**src/rtl/spike_encoder_if.sv**
```systemverilog
// Pixel-volley input handshake plus the encoded spike-time output bus of spike_encoder.
// slave = encoder side, master = upstream/consumer side.
interface spike_encoder_if #(
  parameter int NUM_SPIKES      = 8,
  parameter int PIX_BITS        = 8,
  parameter int LOG_TIME_PERIOD = 3,
  parameter int CNT_BITS        = 16
);
  logic                                       in_valid;
  logic                                       in_ready;
  logic [NUM_SPIKES*PIX_BITS-1:0]             in_pixels;
  logic                                       in_train;
  logic [LOG_TIME_PERIOD:0]                   time_val;
  logic [NUM_SPIKES*(LOG_TIME_PERIOD+1)-1:0]  spike_times;
  logic                                       training;
  logic                                       volley_last;
  logic [CNT_BITS-1:0]                        volley_count;

  modport slave (
    input  in_valid, in_pixels, in_train,
    output in_ready, time_val, spike_times, training, volley_last, volley_count
  );

  modport master (
    output in_valid, in_pixels, in_train,
    input  in_ready, time_val, spike_times, training, volley_last, volley_count
  );
endinterface

```
**src/rtl/spike_encoder.sv**
```systemverilog
// Latency encoder: one pixel volley per handshake becomes one gamma cycle of spike times; 1-deep pending buffer.
// Accept -> time_val=0 two edges later; in_ready is registered and low while the pending buffer is full. Optional macro SPIKE_ENC_GAP_EN.
module spike_encoder #(
  parameter int NUM_SPIKES      = 8,
  parameter int PIX_BITS        = 8,
  parameter int LOG_TIME_PERIOD = 3,
  parameter int MIN_INTENSITY   = 32,
  parameter int CNT_BITS        = 16
) (
  input  logic               clk,
  input  logic               rst,
  spike_encoder_if.slave     bus
);
  localparam int TW = LOG_TIME_PERIOD + 1;
  localparam int SW = NUM_SPIKES * TW;
  localparam logic [TW-1:0]       T_IDLE   = TW'(1 << LOG_TIME_PERIOD);
  localparam logic [TW-1:0]       T_LAST   = TW'((1 << LOG_TIME_PERIOD) - 1);
  localparam logic [TW-1:0]       T_PRE    = TW'((1 << LOG_TIME_PERIOD) - 2);
  localparam logic [PIX_BITS-1:0] MIN_PIX  = PIX_BITS'(MIN_INTENSITY);
  localparam logic [TW-1:0]       NO_SPIKE = {1'b1, {LOG_TIME_PERIOD{1'b0}}};
  localparam logic [SW-1:0]       IDLE_ST  = {NUM_SPIKES{NO_SPIKE}};

`ifdef SPIKE_ENC_GAP_EN
  typedef enum logic [1:0] {S_IDLE, S_RUN, S_GAP} state_t;
`else
  typedef enum logic [0:0] {S_IDLE, S_RUN} state_t;
`endif

  // Top LOG_TIME_PERIOD bits of ~p are exactly (~p) >> (PIX_BITS-LOG_TIME_PERIOD).
  function automatic logic [SW-1:0] encode(input logic [NUM_SPIKES*PIX_BITS-1:0] px);
    logic [PIX_BITS-1:0] p;
    encode = '0;
    for (int i = 0; i < NUM_SPIKES; i++) begin
      p = px[i*PIX_BITS +: PIX_BITS];
      if (p < MIN_PIX) encode[i*TW +: TW] = NO_SPIKE;
      else             encode[i*TW +: TW] = {1'b0, ~p[PIX_BITS-1 -: LOG_TIME_PERIOD]};
    end
  endfunction

  state_t              state_q;
  logic [TW-1:0]       time_q;
  logic [SW-1:0]       st_q;
  logic                tr_q;
  logic                last_q;
  logic [CNT_BITS-1:0] cnt_q;
  logic                rdy_q;
  logic                pend_vld_q, pend_vld_d;
  logic [SW-1:0]       pend_st_q;
  logic                pend_tr_q;
  logic                accept;
  logic                promote;

  assign accept = bus.in_valid & rdy_q;

  always_comb begin
    promote = 1'b0;
    case (state_q)
      S_IDLE: promote = pend_vld_q;
`ifdef SPIKE_ENC_GAP_EN
      S_RUN:  promote = 1'b0;
      S_GAP:  promote = pend_vld_q;
`else
      S_RUN:  promote = pend_vld_q && (time_q == T_LAST);
`endif
      default: promote = 1'b0;
    endcase
  end

  // Promotion and acceptance may share an edge: the new volley refills the slot just vacated.
  assign pend_vld_d = accept | (pend_vld_q & ~promote);

  always_ff @(posedge clk) begin
    if (rst) begin
      pend_vld_q <= 1'b0;
      pend_st_q  <= IDLE_ST;
      pend_tr_q  <= 1'b0;
      rdy_q      <= 1'b0;
    end else begin
      pend_vld_q <= pend_vld_d;
      rdy_q      <= ~pend_vld_d;
      if (accept) begin
        pend_st_q <= encode(bus.in_pixels);
        pend_tr_q <= bus.in_train;
      end
    end
  end

  always_ff @(posedge clk) begin
    if (rst) begin
      state_q <= S_IDLE;
      time_q  <= T_IDLE;
      st_q    <= IDLE_ST;
      tr_q    <= 1'b0;
      last_q  <= 1'b0;
      cnt_q   <= '0;
    end else begin
      case (state_q)
        S_RUN: begin
          if (time_q == T_LAST) begin
            cnt_q  <= cnt_q + 1'b1;
            last_q <= 1'b0;
            if (promote) begin
              time_q <= '0;
              st_q   <= pend_st_q;
              tr_q   <= pend_tr_q;
            end else begin
`ifdef SPIKE_ENC_GAP_EN
              state_q <= S_GAP;
`else
              state_q <= S_IDLE;
`endif
              time_q <= T_IDLE;
              st_q   <= IDLE_ST;
              tr_q   <= 1'b0;
            end
          end else begin
            time_q <= time_q + 1'b1;
            last_q <= (time_q == T_PRE);
          end
        end
        default: begin
          // IDLE and GAP both hold idle outputs and start a gamma cycle from a full pending slot.
          last_q <= 1'b0;
          if (promote) begin
            state_q <= S_RUN;
            time_q  <= '0;
            st_q    <= pend_st_q;
            tr_q    <= pend_tr_q;
          end else begin
            state_q <= S_IDLE;
          end
        end
      endcase
    end
  end

  assign bus.in_ready     = rdy_q;
  assign bus.time_val     = time_q;
  assign bus.spike_times  = st_q;
  assign bus.training     = tr_q;
  assign bus.volley_last  = last_q;
  assign bus.volley_count = cnt_q;
endmodule

```
**src/flat_wrapper.sv**
```systemverilog
// flat-port wrapper written by rule: the top's interface ports become plain ports
module spike_encoder_flat 
#(
  parameter int NUM_SPIKES      = 8,
  parameter int PIX_BITS        = 8,
  parameter int LOG_TIME_PERIOD = 3,
  parameter int MIN_INTENSITY   = 32,
  parameter int CNT_BITS        = 16
)
  (clk, rst, bus_in_valid, bus_in_pixels, bus_in_train, bus_in_ready, bus_time_val, bus_spike_times, bus_training, bus_volley_last, bus_volley_count);
  spike_encoder_if #(.NUM_SPIKES(NUM_SPIKES), .PIX_BITS(PIX_BITS), .LOG_TIME_PERIOD(LOG_TIME_PERIOD), .CNT_BITS(CNT_BITS)) bus_i ();
  input  logic clk;
  input  logic rst;
  input wire logic [$bits(bus_i.in_valid)-1:0] bus_in_valid;
  input wire logic [$bits(bus_i.in_pixels)-1:0] bus_in_pixels;
  input wire logic [$bits(bus_i.in_train)-1:0] bus_in_train;
  output wire logic [$bits(bus_i.in_ready)-1:0] bus_in_ready;
  output wire logic [$bits(bus_i.time_val)-1:0] bus_time_val;
  output wire logic [$bits(bus_i.spike_times)-1:0] bus_spike_times;
  output wire logic [$bits(bus_i.training)-1:0] bus_training;
  output wire logic [$bits(bus_i.volley_last)-1:0] bus_volley_last;
  output wire logic [$bits(bus_i.volley_count)-1:0] bus_volley_count;
  assign bus_i.in_valid = bus_in_valid;
  assign bus_i.in_pixels = bus_in_pixels;
  assign bus_i.in_train = bus_in_train;
  assign bus_in_ready = bus_i.in_ready;
  assign bus_time_val = bus_i.time_val;
  assign bus_spike_times = bus_i.spike_times;
  assign bus_training = bus_i.training;
  assign bus_volley_last = bus_i.volley_last;
  assign bus_volley_count = bus_i.volley_count;
  spike_encoder #(.NUM_SPIKES(NUM_SPIKES), .PIX_BITS(PIX_BITS), .LOG_TIME_PERIOD(LOG_TIME_PERIOD), .MIN_INTENSITY(MIN_INTENSITY), .CNT_BITS(CNT_BITS)) u_core (.clk(clk), .rst(rst), .bus(bus_i));
endmodule
```
**config.mk**
```make
export PLATFORM = sky130hd
export DESIGN_NAME = spike_encoder_flat
export DESIGN_NICKNAME = d
export VERILOG_FILES = /design/src/rtl/spike_encoder_if.sv /design/src/rtl/spike_encoder.sv /design/src/flat_wrapper.sv
export SDC_FILE = /design/constraint.sdc
export NUM_CORES = 1
export LEC_CHECK = 0
export BUFFER_PORTS_ARGS = -buffer_cell sky130_fd_sc_hd__clkbuf_2
export CAP_MARGIN = 0
export CORE_ASPECT_RATIO = 0.75
export CORE_MARGIN = 2
export CORE_UTILIZATION = 30
export CTS_CLUSTER_SIZE = 40
export DETAILED_ROUTE_END_ITERATION = 7
export GPL_TIMING_DRIVEN = 0
export PLACE_DENSITY_LB_ADDON = 0.3
export SYNTH_ARGS = -nofsm -noshare
export SYNTH_HDL_FRONTEND = slang
export SYNTH_SLANG_ARGS = --single-unit
export TNS_END_PERCENT = 50
```
**constraint.sdc**
```tcl
create_clock -name clk -period 3.2 [get_ports clk]
set_input_delay 0.32 -clock clk [delete_from_list [all_inputs] [get_ports clk]]
set_output_delay 0.32 -clock clk [all_outputs]
set_load 0.02 [all_outputs]
```
==> metrics.txt, run 1 <==
outcome finished clean; Final nets 591; largest net degree at the start of global routing 14; DR WL/cell 14.5 um; post-CTS sizing 0; syn nets 499; Max FO, Critical Path 10; CP arrival 2.38 ns; ANT cells 0; Post-synth ARST share 0%; clock sinks 90; gr usage total 16.2%; slew margin rel. 54.3%; WS Path Type reg2reg; Syn-to-layout area delta 25.4%; Ports 123; synth cell count leaders dfxtp_1, a21oi_1, nor2_1; CTS buffer count 9; Clk Latency, worst-skew pair 0.34 ns; crit path max-delay cell type dfxtp_1; post-synth cell types 39; min-delay worst type in2reg; row cnt 34; Die Ht 98.2 um; Primary FF master, synth dfxtp_1; Bufs on Longest Clock Path 2; Core ar. 11600 um^2; Switch Pwr 544 uW; ANT nets after route 0; Synth area leaders dfxtp_1, a21oi_1, nor2_1; root buffer cell clkbuf_16; crit path cell chain ha_1, nand4b_4, o21ai_1, clkbuf_1, nand3_1, a21oi_1; Switching Share 22.8%; buffer and inverter count on the worst path 1; Syn Inst Count 428; Synth Cell Area 3550 um^2; WP data required 3.46 ns; Post-CTS Setup Inserts 0; cell area power density 536 nW/um^2; Post-Syn Area per Cell 8.28 um^2; reg-to-reg slack, setup 1.08 ns; post-synth top area share 50.8%; crit-path leading delay family compound AO/OA/AOI/OAI gates; yosys warns 0; Hold Violations, Final 0; startpoint types flip-flop; final WL 9900 um; Final setup violation count 0; port buffer count 81; Initial Utilization 30.6%; Post-synth EDFFs 0; Seq/Total Area, Yosys 50.8%; worst-margin pin slew 0.680 ns; CTS tree built; Placer Congestion 0.777; Setup TNS 0 ns; sequential share of power 48.8%; Placed Instances 671; Setup Skew 0.00896 ns; # H-tree levels 3; leakage 0.00172 uW; drt via density 4.93; fmax 471 MHz; max incr delay on CP 0.44 ns; vias in the first global route 3104; total power 2380 uW; Clock power frac 44.3%; final slew viol count 0; die width 130 um; internal power 1840 uW; DR vias 3375; DRC 0; count leader, synth dfxtp_1; fin crit share 66.3%; layout cells sized above 1 20.3%; Synth Register Bits 90; Clock Pin Slew Worst Setup and Hold Paths 0.06 ns; first-pass GRT wire length 16000 um; hpwl dp 7380 um; Comb power frac 6.9%; initial antenna violation count 0; RSZ-0062 raised after global routing false; Peak VDD IR 295 uV; max_cap viols 0; final core utilization 38.4%; Post-CTS Hold Fix Bufs 0; CP Capture Type flip-flop; Final Non-Filler Cells 685; min Tclk post-route 2.12 ns; DRT iter0 DRCs 211; drt pass-1 iters 4; Die ar. 12700 um^2; dpl ws 1.09 ns; final worst slack 1.08 ns; GRT Residual Overflow 0; post-synth top area cell dfxtp_1
-- sequential cells by signal, indices dropped and copies added, names as in the netlist --
| name | flops |
|---|---|
| u_core.bus.in_ready | 1 |
| u_core.bus.spike_times | 32 |
| u_core.bus.time_val | 4 |
| u_core.bus.training | 1 |
| u_core.bus.volley_count | 16 |
| u_core.bus.volley_last | 1 |
| u_core.pend_st_q | 32 |
| u_core.pend_tr_q | 1 |
| u_core.pend_vld_q | 1 |
| u_core.state_q | 1 |
-- through the flow --
| step | hold WS [ns] | area (um^2) |
|---|---|---|
| after detailed placement | 0.446 | 4150 |
| after floorplan | 0.422 | 3550 |
| final | 0.220 | 4450 |
| after global routing | 0.223 | 4450 |
| after CTS | 0.205 | 4450 |
| after global placement | 0.439 | 4150 |
-- logic make-up (layout without fill, tap and decap cells) --
logic type | count (synthesis) | count (layout) | share of synthesized area (%)
AND/OR/NAND/NOR | 194 | 194 | 26.0
adder cells (fa/ha/maj) | 3 | 3 | 1.06
XOR/XNOR | 10 | 10 | 2.47
buffers and inverters | 33 | 128 | 3.81
flip-flops | 90 | 90 | 50.8
multiplexers | 1 | 1 | 0.318
AO/OA/AOI/OAI | 97 | 97 | 15.5
-- metal layers --
layer / track usage (%) / part of all wire (%) / vias to the layer above
met5: 0 / 0 / -
met2: 24.5 / 43 / 109
li1: - / - / 1682
met4: 4.96 / 1.3 / 0
met1: 22.7 / 49 / 1573
met3: 4.49 / 6.4 / 11
-- layout make-up --
cell class,count,area (um^2)
clock inverters,2,37.5
inverters,4,15.0
multi-input cells,305,1610
repair buffers,81,405
well taps,162,203
clock buffers,12,256
flip-flops and latches,90,1800
fillers,1204,7120
plain buffers,29,120
-- cell usage in the layout, fill, tap and decap left out, types with 3 or more instances in the layout --
cell type,instances
nor4_1,3
a21oi_1,68
nor2_1,67
nand2_1,37
nand4_1,3
nand2b_1,8
o22ai_1,9
clkbuf_2,81
xnor2_1,4
buf_2,6
xor2_1,6
o41ai_1,6
clkbuf_1,22
ha_1,3
nor3_1,27
o21ai_0,4
nand3_1,33
clkbuf_16,9
dfxtp_1,90
inv_1,4
or3_1,3
-- power by group through the flow --
stage | sequential (uW) | combinational [uW] | clock [uW]
5_1_grt | 1170 | 186 | 1130
3_3_place_gp | 1190 | 160 | 0
6_report | 1160 | 165 | 1050
4_1_cts | 1160 | 165 | 1080
2_1_floorplan | 1190 | 93.3 | 0
3_5_place_dp | 1190 | 164 | 0
-- worst reg2reg max path, delay by kind of cell (launching register included) --
family          cells  cell delay (ns)
fa+ha+maj           1             0.35
flops               1             0.44
buf+inv             1             0.43
compound gates      2             0.49
simple gates        2             0.34
-- path summary, 6_finish.rpt --
check,cells past startpoint,end,start
worst max-delay path,6,u_core.bus.spike_times[30]$_SDFFE_PP0P_,u_core.bus.time_val[0]$_SDFFE_PP0P_
worst min-delay path,2,u_core.pend_st_q[19]$_SDFFE_PP1P_,bus_in_pixels[37]
worst max register to register,6,u_core.bus.spike_times[30]$_SDFFE_PP0P_,u_core.bus.time_val[0]$_SDFFE_PP0P_
worst min register to register,2,u_core.bus.spike_times[21]$_SDFFE_PP0P_,u_core.bus.spike_times[21]$_SDFFE_PP0P_
Note: power is estimated with default switching activity, not from simulation.
==> inputs of run 2 (changes only) <==
- ABC_AREA: unset -> 1
- clock period: 3.2 -> 2.08 ns (I/O delays scaled with it)
==> run 2 against run 1 <==
Effect of this change: flip-flop and latch count did not move; worst hold slack got worse by 0.15 ns; worst setup slack got worse by 0.54 ns; via count rose by 0.74%; sequential power rose by 62%; clock skew fell by 0.0043 ns; non-clock buffer count fell by 4; cell area rose by 2.0%; highest routed layer unchanged; fmax rose by 37%; synthesized cell count rose by 7.9%; wire length rose by 2.3%.
==> metrics.txt, run 2 <==
cell area power density 891 nW/um^2 (+66%); crit path cell chain ha_1, nand2_2, nor2_4, nand3_4, nor2_1, nand3_1, nand2_1, nor2_1; Post-synth ARST share 0% (unchanged); Synth area leaders dfxtp_1, nand2_1, a21oi_1; DRC 0 (unchanged); max incr delay on CP 0.41 ns (-0.03 ns); Placer Congestion 0.813 (+4.5%); most frequent cells in the layout dfxtp_1, nand2_1, clkbuf_2; root buffer cell clkbuf_16; DR vias 3400 (+0.74%); fin crit share 74.4% (+8.1 points); Synth Cell Area 3610 um^2 (+1.7%); min Tclk post-route 1.55 ns (-0.575 ns); Bufs on Longest Clock Path 2 (unchanged); Setup Skew 0.00463 ns (-0.00433 ns); Syn-to-layout area delta 25.7%; row cnt 34 (unchanged); Core ar. 11700 um^2 (+0.74%); Die Ht 99.0 um (+0.83%); Syn Inst Count 462 (+7.9%); port buffer count 81 (unchanged); Hold Violations, Final 0 (unchanged); R2R Path End u_core.bus.volley_count[15]$_SDFFE_PP0P_; reg-to-reg slack, setup 0.53 ns (-0.54 ns); buffer and inverter count on the worst path 0 (-1); placed cell area 4220 um^2 (+1.5%); leakage 0.00187 uW (+8.6%); clock sinks 90 (unchanged); Final setup violation count 0 (unchanged); vias in the first global route 3276 (+5.5%); DR WL/cell 14.1 um (-2.8%); post-CTS sizing 0 (unchanged); largest net degree at the start of global routing 16 (+2); FILL cells 1246 (+3.5%); # H-tree levels 3 (unchanged); yosys warns 0 (unchanged); worst-margin pin slew 0.540 ns (-0.140 ns); max_cap viols 0 (unchanged); Post-CTS Setup Inserts 0 (unchanged); drt pass-1 iters 5 (+1); Worst Hold Launch bus_in_pixels[14]; slew margin rel. 64.0% (+9.7 points); crit path max-delay cell type dfxtp_1; crit-path leading delay family simple AND/OR/NAND/NOR gates; CP arrival 1.78 ns (-0.60 ns); Clk Latency, worst-skew pair 0.33 ns (about the same); WHS Endpoint u_core.pend_st_q[5]$_SDFFE_PP0P_; Post-CTS Hold Fix Bufs 0 (unchanged); Primary FF master, synth dfxtp_1; ANT cells 0 (unchanged); outcome finished clean; Min-Delay Path Depth 2 (unchanged); syn nets 533 (+6.8%); WHS 0.0699 ns (-0.150 ns); multi-input logic area 1530 um^2 (-5.1%); die width 131 um (+0.83%); CP Capture Type flip-flop; min-delay worst type in2reg; final slew viol count 0 (unchanged); startpoint types flip-flop; Max FO, Critical Path 6 (-4); GRT Residual Overflow 0 (unchanged); Worst R2R Start u_core.bus.time_val[1]$_SDFFE_PP0P_; gr usage total 16.3% (+0.082 points); Setup TNS 0 ns (unchanged); initial antenna violation count 0 (unchanged); hpwl dp 7560 um (+2.5%); Final nets 625 (+5.8%); CTS buffer count 9 (unchanged); Peak VDD IR 414 uV (+40%); Ports 123 (unchanged); post-route design area 4540 um^2 (+2.0%); R2R depth 8 (+2); count leader, synth dfxtp_1; RSZ-0062 raised after global routing false; Seq/Total Area, Yosys 49.9% (-0.86 points); final WL 10100 um (+2.3%); Post-Syn Area per Cell 7.81 um^2 (-5.8%); Final Non-Filler Cells 721 (+5.3%); FF/Latch Area 1800 um^2 (unchanged); most common cell after layout, fill and taps aside dfxtp_1; Clock Pin Slew Worst Setup and Hold Paths 0.06 ns (about the same); WS Path Type reg2reg; WP data required 2.31 ns (-1.15 ns); Initial Utilization 30.9% (+0.30 points); drt via density 4.72 (-4.3%); fmax 646 MHz (+37%); DRT iter0 DRCs 238 (+13%); post-synth top area cell dfxtp_1; post-synth top area share 49.9% (-0.86 points); Placed Instances 705 (+5.1%); post-synth cell types 27 (-31%); ANT nets after route 0 (unchanged); synth cell count leaders dfxtp_1, nand2_1, a21oi_1; CP dominant cell by count nor2_1; first-pass GRT wire length 16600 um (+3.6%); Die ar. 12900 um^2 (+1.7%); Post-synth EDFFs 0 (unchanged); Synth Register Bits 90 (unchanged); layout cells sized above 1 21.8% (+1.6 points); CTS tree built
==> run 2: changes by cell type in the layout (fill, tap and decap cells not counted), moves of 9 or more <==
cell      before  now
nor3_1        27    4
clkbuf_1      22   13
nand3_1       33    8
nor2_1        67   55
inv_1          4   33
a21oi_1       68   59
a211oi_1       1   10
o21ai_0        4   55
nand2_1       37   88
==> run 2: stage by stage <==
stage	util (%)	setup WS [ns]	power, uW
3_3_place_gp	36.2	0.572	2340
2_1_floorplan	-	0.597	2180
4_1_cts	38.9	0.518	4070
5_1_grt	38.9	0.381	4200
3_5_place_dp	36.2	0.528	2350
6_report	38.9	0.533	4040
==> run 2: logic make-up after synthesis <==
kind of cell | after synthesis | synth area share (%)
AND/OR/NAND/NOR | 169 | 20.4
AO/OA/AOI/OAI | 140 | 20.9
flip-flops | 90 | 49.9
buffers and inverters | 60 | 7.70
adder cells (fa/ha/maj) | 3 | 1.04
==> run 2: layout make-up <==
class	count	area share, %
tap	162	4.47
buffer	25	3.23
timing repair buffer	81	8.94
sequential	90	39.7
inverter	35	2.90
multi-input combinational	312	33.7
clock buffer	10	5.05
clock inverter	6	2.01
==> run 2: worst max-delay path by stage <==
stage          slack, ns  cells after the start                           startpoint                                  endpoint
5_1_grt             0.38                      8  u_core.bus.time_val[1]$_SDFFE_PP0P_  u_core.bus.volley_count[15]$_SDFFE_PP0P_
2_1_floorplan       0.60                      8  u_core.bus.time_val[1]$_SDFFE_PP0P_  u_core.bus.volley_count[15]$_SDFFE_PP0P_
3_3_place_gp        0.57                      5       u_core.bus.in_ready$_SDFF_PP0_          u_core.pend_st_q[5]$_SDFFE_PP0P_
4_1_cts             0.52                      5       u_core.bus.in_ready$_SDFF_PP0_         u_core.pend_st_q[24]$_SDFFE_PP0P_
6_report            0.53                      8  u_core.bus.time_val[1]$_SDFFE_PP0P_  u_core.bus.volley_count[15]$_SDFFE_PP0P_
3_5_place_dp        0.53                      5       u_core.bus.in_ready$_SDFF_PP0_         u_core.pend_st_q[24]$_SDFFE_PP0P_
==> run 2: metal layers <==
| metal | global-route usage (%) | wire length [um] |
|---|---|---|
| met4 | 4.83 | 189 |
| met2 | 24.4 | 4370 |
| met5 | 0 | 0 |
| met1 | 22.9 | 4860 |
| met3 | 4.72 | 704 |
==> run 2: report_power, final <==
| part | switching (uW) | internal [uW] |
|---|---|---|
| sequential | 58.2 | 1820 |
| combinational | 284 | 149 |
| clock | 671 | 1050 |
| total | 1010 | 3030 |
